--- config.mk ---
export PLATFORM = sky130hd
export DESIGN_NAME = arb_mux_2_1
export DESIGN_NICKNAME = d
export VERILOG_FILES = /design/src/rtl/arb_pkg.sv /design/src/rtl/mux_2_1.sv /design/src/rtl/arb_mux_2_1.sv
export SDC_FILE = /design/constraint.sdc
export NUM_CORES = 1
export LEC_CHECK = 0
export CAP_MARGIN = 30
export CORE_AREA = 4 4 41 43
export CTS_CLUSTER_SIZE = 28
export DETAILED_ROUTE_END_ITERATION = 10
export DIE_AREA = 0 0 45 47
export SYNTH_ARGS = -nofsm -noshare
export SYNTH_HDL_FRONTEND = slang
export SYNTH_HIERARCHICAL = 1
export SYNTH_SLANG_ARGS = --single-unit
--- constraint.sdc ---
create_clock -name sys_clk -period 2.2 [get_ports sys_clk]
set_input_delay 0.33 -clock sys_clk [delete_from_list [all_inputs] [get_ports sys_clk]]
set_output_delay 0.33 -clock sys_clk [all_outputs]
set_load 0.01 [all_outputs]
--- src/rtl/arb_pkg.sv ---
// Shared encodings for the two-source round-robin arbiter and its datapath mux.
// Latency: none (constants and pure functions only).
// Backpressure: not applicable; sources hold their request level until granted.
package arb_pkg;

    // Arbiter FSM encoding.
    typedef enum logic [1:0] {
        ST_IDLE = 2'd0,
        ST_GNT1 = 2'd1,
        ST_GNT2 = 2'd2
    } arb_state_t;

    // Source identifiers, used for the round-robin "last served" register.
    localparam logic [1:0] SRC_1 = 2'd1;
    localparam logic [1:0] SRC_2 = 2'd2;

    // Width of the consecutive-grant hold counter.
    localparam int CNT_W = 8;

    // Source identifier that owns a given grant state.
    function automatic logic [1:0] state_src(input arb_state_t st);
        state_src = (st == ST_GNT1) ? SRC_1 : SRC_2;
    endfunction

endpackage

--- src/rtl/mux_2_1.sv ---
// 1-bit 2:1 data mux: sel=1 routes in_1, sel=0 routes in_2.
// Latency: purely combinational, zero cycles.
// Backpressure: none; the output always reflects the current inputs.
module mux_2_1 (
    input  logic sel,
    input  logic in_1,
    input  logic in_2,
    output logic out
);

    // Select between the two data bits.
    always_comb begin
        out = sel ? in_1 : in_2;
    end

endmodule

--- src/rtl/arb_mux_2_1.sv ---
// Round-robin arbiter owning the select of a 2:1 mux; optional hold limit under ARB_HOLD_LIMIT_EN.
// Latency: grant 1 cycle after request, release 1 cycle after request drop; out is combinational.
// Backpressure: a source keeps its request level until served; losers simply wait for a grant.
module arb_mux_2_1
    import arb_pkg::*;
#(
    parameter int MAX_HOLD = 8
) (
    input  logic sys_clk,
    input  logic sys_rst,
    input  logic req_1,
    input  logic req_2,
    input  logic in_1,
    input  logic in_2,
    output logic gnt_1,
    output logic gnt_2,
    output logic sel,
    output logic busy,
    output logic out
);

    // Reject hold limits the 8-bit counter cannot represent.
    if (MAX_HOLD < 1 || MAX_HOLD > 255) begin : g_bad_max_hold
        $error("arb_mux_2_1: MAX_HOLD must be within 1..255");
    end

    arb_state_t r_state;
    arb_state_t w_state_nxt;
    logic [1:0] r_last;
    logic       r_gnt_1;
    logic       r_gnt_2;
    logic       r_sel;
    logic       w_sel_nxt;
    logic       w_entry;
    logic       w_hold_done;

`ifdef ARB_HOLD_LIMIT_EN
    localparam logic [CNT_W-1:0] HOLD_LAST = CNT_W'(MAX_HOLD - 1);

    logic [CNT_W-1:0] r_cnt;

    // Hold counter: zero on each grant entry, counts grant cycles, saturates at the limit.
    always_ff @(posedge sys_clk) begin
        if (sys_rst) begin
            r_cnt <= '0;
        end else if (w_entry) begin
            r_cnt <= '0;
        end else if (r_state != ST_IDLE && r_cnt != HOLD_LAST) begin
            r_cnt <= r_cnt + CNT_W'(1);
        end
    end

    // Current owner has used its full share of consecutive cycles.
    always_comb begin
        w_hold_done = (r_cnt == HOLD_LAST);
    end
`else
    // Without the limit a grant lasts until its own request drops.
    always_comb begin
        w_hold_done = 1'b0;
    end
`endif

    // Next-state and select decode; a contended handover goes straight to the other grant.
    always_comb begin
        w_state_nxt = r_state;
        w_sel_nxt   = r_sel;
        w_entry     = 1'b0;
        case (r_state)
            ST_IDLE: begin
                if (req_1 && (!req_2 || r_last == SRC_2)) begin
                    w_state_nxt = ST_GNT1;
                end else if (req_2) begin
                    w_state_nxt = ST_GNT2;
                end
            end
            ST_GNT1: begin
                if (!req_1) begin
                    w_state_nxt = req_2 ? ST_GNT2 : ST_IDLE;
                end else if (req_2 && w_hold_done) begin
                    w_state_nxt = ST_GNT2;
                end
            end
            ST_GNT2: begin
                if (!req_2) begin
                    w_state_nxt = req_1 ? ST_GNT1 : ST_IDLE;
                end else if (req_1 && w_hold_done) begin
                    w_state_nxt = ST_GNT1;
                end
            end
            default: begin
                w_state_nxt = ST_IDLE;
            end
        endcase

        // Select follows the granted source; IDLE leaves it where it was.
        if (w_state_nxt == ST_GNT1) begin
            w_sel_nxt = 1'b1;
        end else if (w_state_nxt == ST_GNT2) begin
            w_sel_nxt = 1'b0;
        end

        w_entry = (w_state_nxt != ST_IDLE) && (w_state_nxt != r_state);
    end

    // State, grant and select registers all move on the same edge.
    always_ff @(posedge sys_clk) begin
        if (sys_rst) begin
            r_state <= ST_IDLE;
            r_gnt_1 <= 1'b0;
            r_gnt_2 <= 1'b0;
            r_sel   <= 1'b0;
        end else begin
            r_state <= w_state_nxt;
            r_gnt_1 <= (w_state_nxt == ST_GNT1);
            r_gnt_2 <= (w_state_nxt == ST_GNT2);
            r_sel   <= w_sel_nxt;
        end
    end

    // Remember who was granted most recently; reset favours source 1 on the first tie.
    always_ff @(posedge sys_clk) begin
        if (sys_rst) begin
            r_last <= SRC_2;
        end else if (w_entry) begin
            r_last <= state_src(w_state_nxt);
        end
    end

    // Grants must never overlap.
    assert property (@(posedge sys_clk) !(r_gnt_1 && r_gnt_2));

    mux_2_1 u_mux (
        .sel  (r_sel),
        .in_1 (in_1),
        .in_2 (in_2),
        .out  (out)
    );

    // Drive registered outputs.
    always_comb begin
        gnt_1 = r_gnt_1;
        gnt_2 = r_gnt_2;
        sel   = r_sel;
        busy  = r_gnt_1 | r_gnt_2;
    end

endmodule

==> impl_metrics.py <==
metrics = {
    "critical_path": {
        "worstPathArrival_ns": 2.04,
        "worstPathRequired_ns": 2.33,
        "start_kind": "flop",
        "end_kind": "flop",
        "crit_path_start": "r_last[0]",
        "worstSetupPathType": "flop to flop",
        "crit_fanout": 3,
        "r2r_start": "r_last[0]",
    },
    "timing": {
        "worst_clock_skew_ns": 0.00175,
        "slew_viol_final": 0,
        "worstMarginPinSlew_ns": 0.292,
        "setup_viol": 0,
        "min_period_ns": 1.91,
        "final_hold_viol_count": 0,
        "max_freq_ghz": 0.525,
        "rsz0062_at_grt": "false",
        "finalSetupTns_ns": 0,
        "maxSlewHeadroom_pct": 80.4,
        "worst_slack_ns": 0.294,
        "min_period_over_period_pct": 86.6,
    },
    "floorplan": {
        "num_io_pins": 11,
        "die_h_um": 47,
        "dieArea_mm2": 0.00212,
        "start_util_pct": 28.7,
        "core.rowCount": 13,
        "core_area_mm2": 0.00130,
        "die_w_um": 45,
    },
    "synthesis": {
        "synthAdderAreaFrac_pct": 10.1,
        "syn_inst": 37,
        "synth_compound_area_share_pct": 15.4,
        "yosys.area_share.simple_pct": 22.5,
        "synth_top_family_by_area": "simple AND/OR/NAND/NOR gates",
        "syn_area_um2": 373,
        "synth_fp_nets": 46,
        "ys_seq_area_share_pct": 37.6,
        "ys_types": 18,
        "syn_avg_cell_area_um2": 10.1,
        "yosysWarnings": 6,
        "synth.area.mux_share_pct": 12.4,
        "synth-seq-cells": 7,
        "synth_xor_area_share_pct": 0,
    },
    "global_route": {
        "antenna_found_initial": 0,
        "grt_pass1_wl_um": 1210,
        "grt_overflow_total": 0,
        "grt_max_degree": 7,
        "grtUsageTotal_pct": 8.39,
        "first_global_vias": 287,
    },
    "clock_network": {
        "cts_buffers": 3,
        "cts_tree": "yes",
        "ctsHoldBuffers": 0,
        "clk_latency_ns": 0.25,
        "clk_pin_slew_ns": 0.05,
        "clockRootBuffer": "clkbuf_4",
        "cts_post_setup_buffers_inserted": 0,
        "clock_path_buffers": 2,
        "numClockSinks": 7,
        "cts_resized": 0,
        "cts_max_level": 1,
    },
    "placed_design": {
        "gp_congestion": 0.682,
        "dpl_cell_area_um2": 552,
        "dp_hpwl_um": 574,
        "pre_cts_slack_ns": 0.0719,
        "portBuffers": 10,
        "dp_cells": 70,
    },
    "routing": {
        "wl_um": 719,
        "vias_per_cell": 4.45,
        "drt-pass1-iter-count": 4,
        "wl_per_cell_um": 9.72,
        "via_count": 329,
        "postRouteAntennaNets": 0,
        "drcViolationCount": 0,
        "drt_first_iter_violations": 4,
    },
    "final_layout": {
        "nets": 69,
        "final_cells": 74,
        "fill_cells": 139,
        "register_area_um2": 140,
        "multi_input_area_um2": 225,
        "area_growth_pct": 55.0,
        "n_antenna_cell": 0,
        "drive_above_1_share_pct": 25.4,
        "design_area_um2": 578,
    },
    "min_path": {
        "hold_path.class": "flop to flop",
        "worstHoldStart": "r_last[1]",
    },
    "power_and_ir_drop": {
        "p_leak_nw": 0.274,
        "power_per_cell_area_mw_per_mm2": 646,
        "peakVddDrop_uv": 340,
    },
    "run": {
        "maxCapViolCount": 0,
    },
    "outcome": {
        "status": "finished clean",
    },
}
[metal layers]
| metal | vias to the layer above | GRT usage, % | wire [µm] |
|---|---|---|---|
| li1 | 175 | - | - |
| met1 | 145 | 8.92 | 349 |
| met2 | 9 | 12.4 | 305 |
| met3 | 0 | 5.36 | 64 |
| met4 | 0 | 5.26 | 0 |
| met5 | - | 0 | 0 |
[cells in the mapped netlist]
master / instances / area (µm²)
o21ai_1: 2 / 10.0
nor4_2: 1 / 12.5
ha_1: 3 / 37.5
inv_1: 2 / 7.51
nand2b_1: 1 / 6.26
mux2i_1: 2 / 20.0
mux2_1: 1 / 11.3
nor2b_1: 3 / 18.8
and3b_2: 1 / 10.0
dfxtp_1: 7 / 140
o211a_1: 2 / 20.0
and3b_1: 1 / 8.76
o21a_1: 3 / 22.5
nor2_1: 4 / 15.0
mux2_4: 1 / 15.0
a21oi_1: 1 / 5.00
nor4_1: 1 / 6.26
or2_2: 1 / 6.26
[path summary, 6_finish.rpt]
check             slack (ns)  cells after the start   endpoint
setup / recovery        0.29                      7  r_last[0]
hold / removal          0.52                      2  r_last[1]
setup reg to reg        0.29                      7  r_last[0]
hold reg to reg         0.52                      2  r_last[1]
[placed cells by master (no fill, tap or decap)]
cell type         n
clkdlybuf4s50_1  10
buf_4             8
dfxtp_1           7
nor2_1            4
o21a_1            3
nor2b_1           3
ha_1              3
clkbuf_4          3
inv_1             2
o21ai_1           2
mux2i_1           2
o211a_1           2
nand2b_1          1
a21oi_1           1
or2_2             1
and3b_1           1
nor4_1            1
and3b_2           1
nor4_2            1
mux2_1            1
clkbuf_1          1
mux2_4            1
[where the power goes]
group          switching, W  leakage [nW]  total [W]  internal [W]
clock network     0.0000471        0.0150   0.000116     0.0000692
registers        0.00000747        0.0575   0.000145      0.000138
logic             0.0000428         0.202   0.000112     0.0000688
total             0.0000973         0.274   0.000373      0.000276
[metrics by stage]
step                      hold WS, ns  power (W)  util, %
final                           0.523   0.000373     44.4
after global routing            0.577   0.000404     44.4
after CTS                       0.525   0.000383     44.4
after detailed placement        0.510   0.000260     42.4
after global placement          0.499   0.000260     42.4
after floorplan                 0.402   0.000204        -
[logic make-up (layout without fill, tap and decap cells)]
group	after synthesis	after routing
buf+inv	2	24
mux	4	4
simple gates	13	13
flops	7	7
compound gates	8	8
fa+ha+maj	3	3
[area by class of cell]
type,count,area share [%]
Inverter,2,1.30
Multi-Input combinational cell,28,39.0
Sequential cell,7,24.2
Timing Repair Buffer,18,27.7
Tap cell,15,3.25
Clock buffer,4,4.55
[sequential cells by signal (all words and copies together), names as in the netlist]
register	flops
gnt_1	1
r_state	2
gnt_2	1
r_last	2
sel	1
[worst max-delay path, stage by stage (launching register included)]
cell      delay (ns)
dfxtp_1         0.30
nand2b_1        0.15
a21oi_1         0.26
o21ai_1         0.12
ha_1            0.22
nor4_2          0.28
buf_4           0.16
mux2_1          0.30
Power figures use the tool's default switching activity.
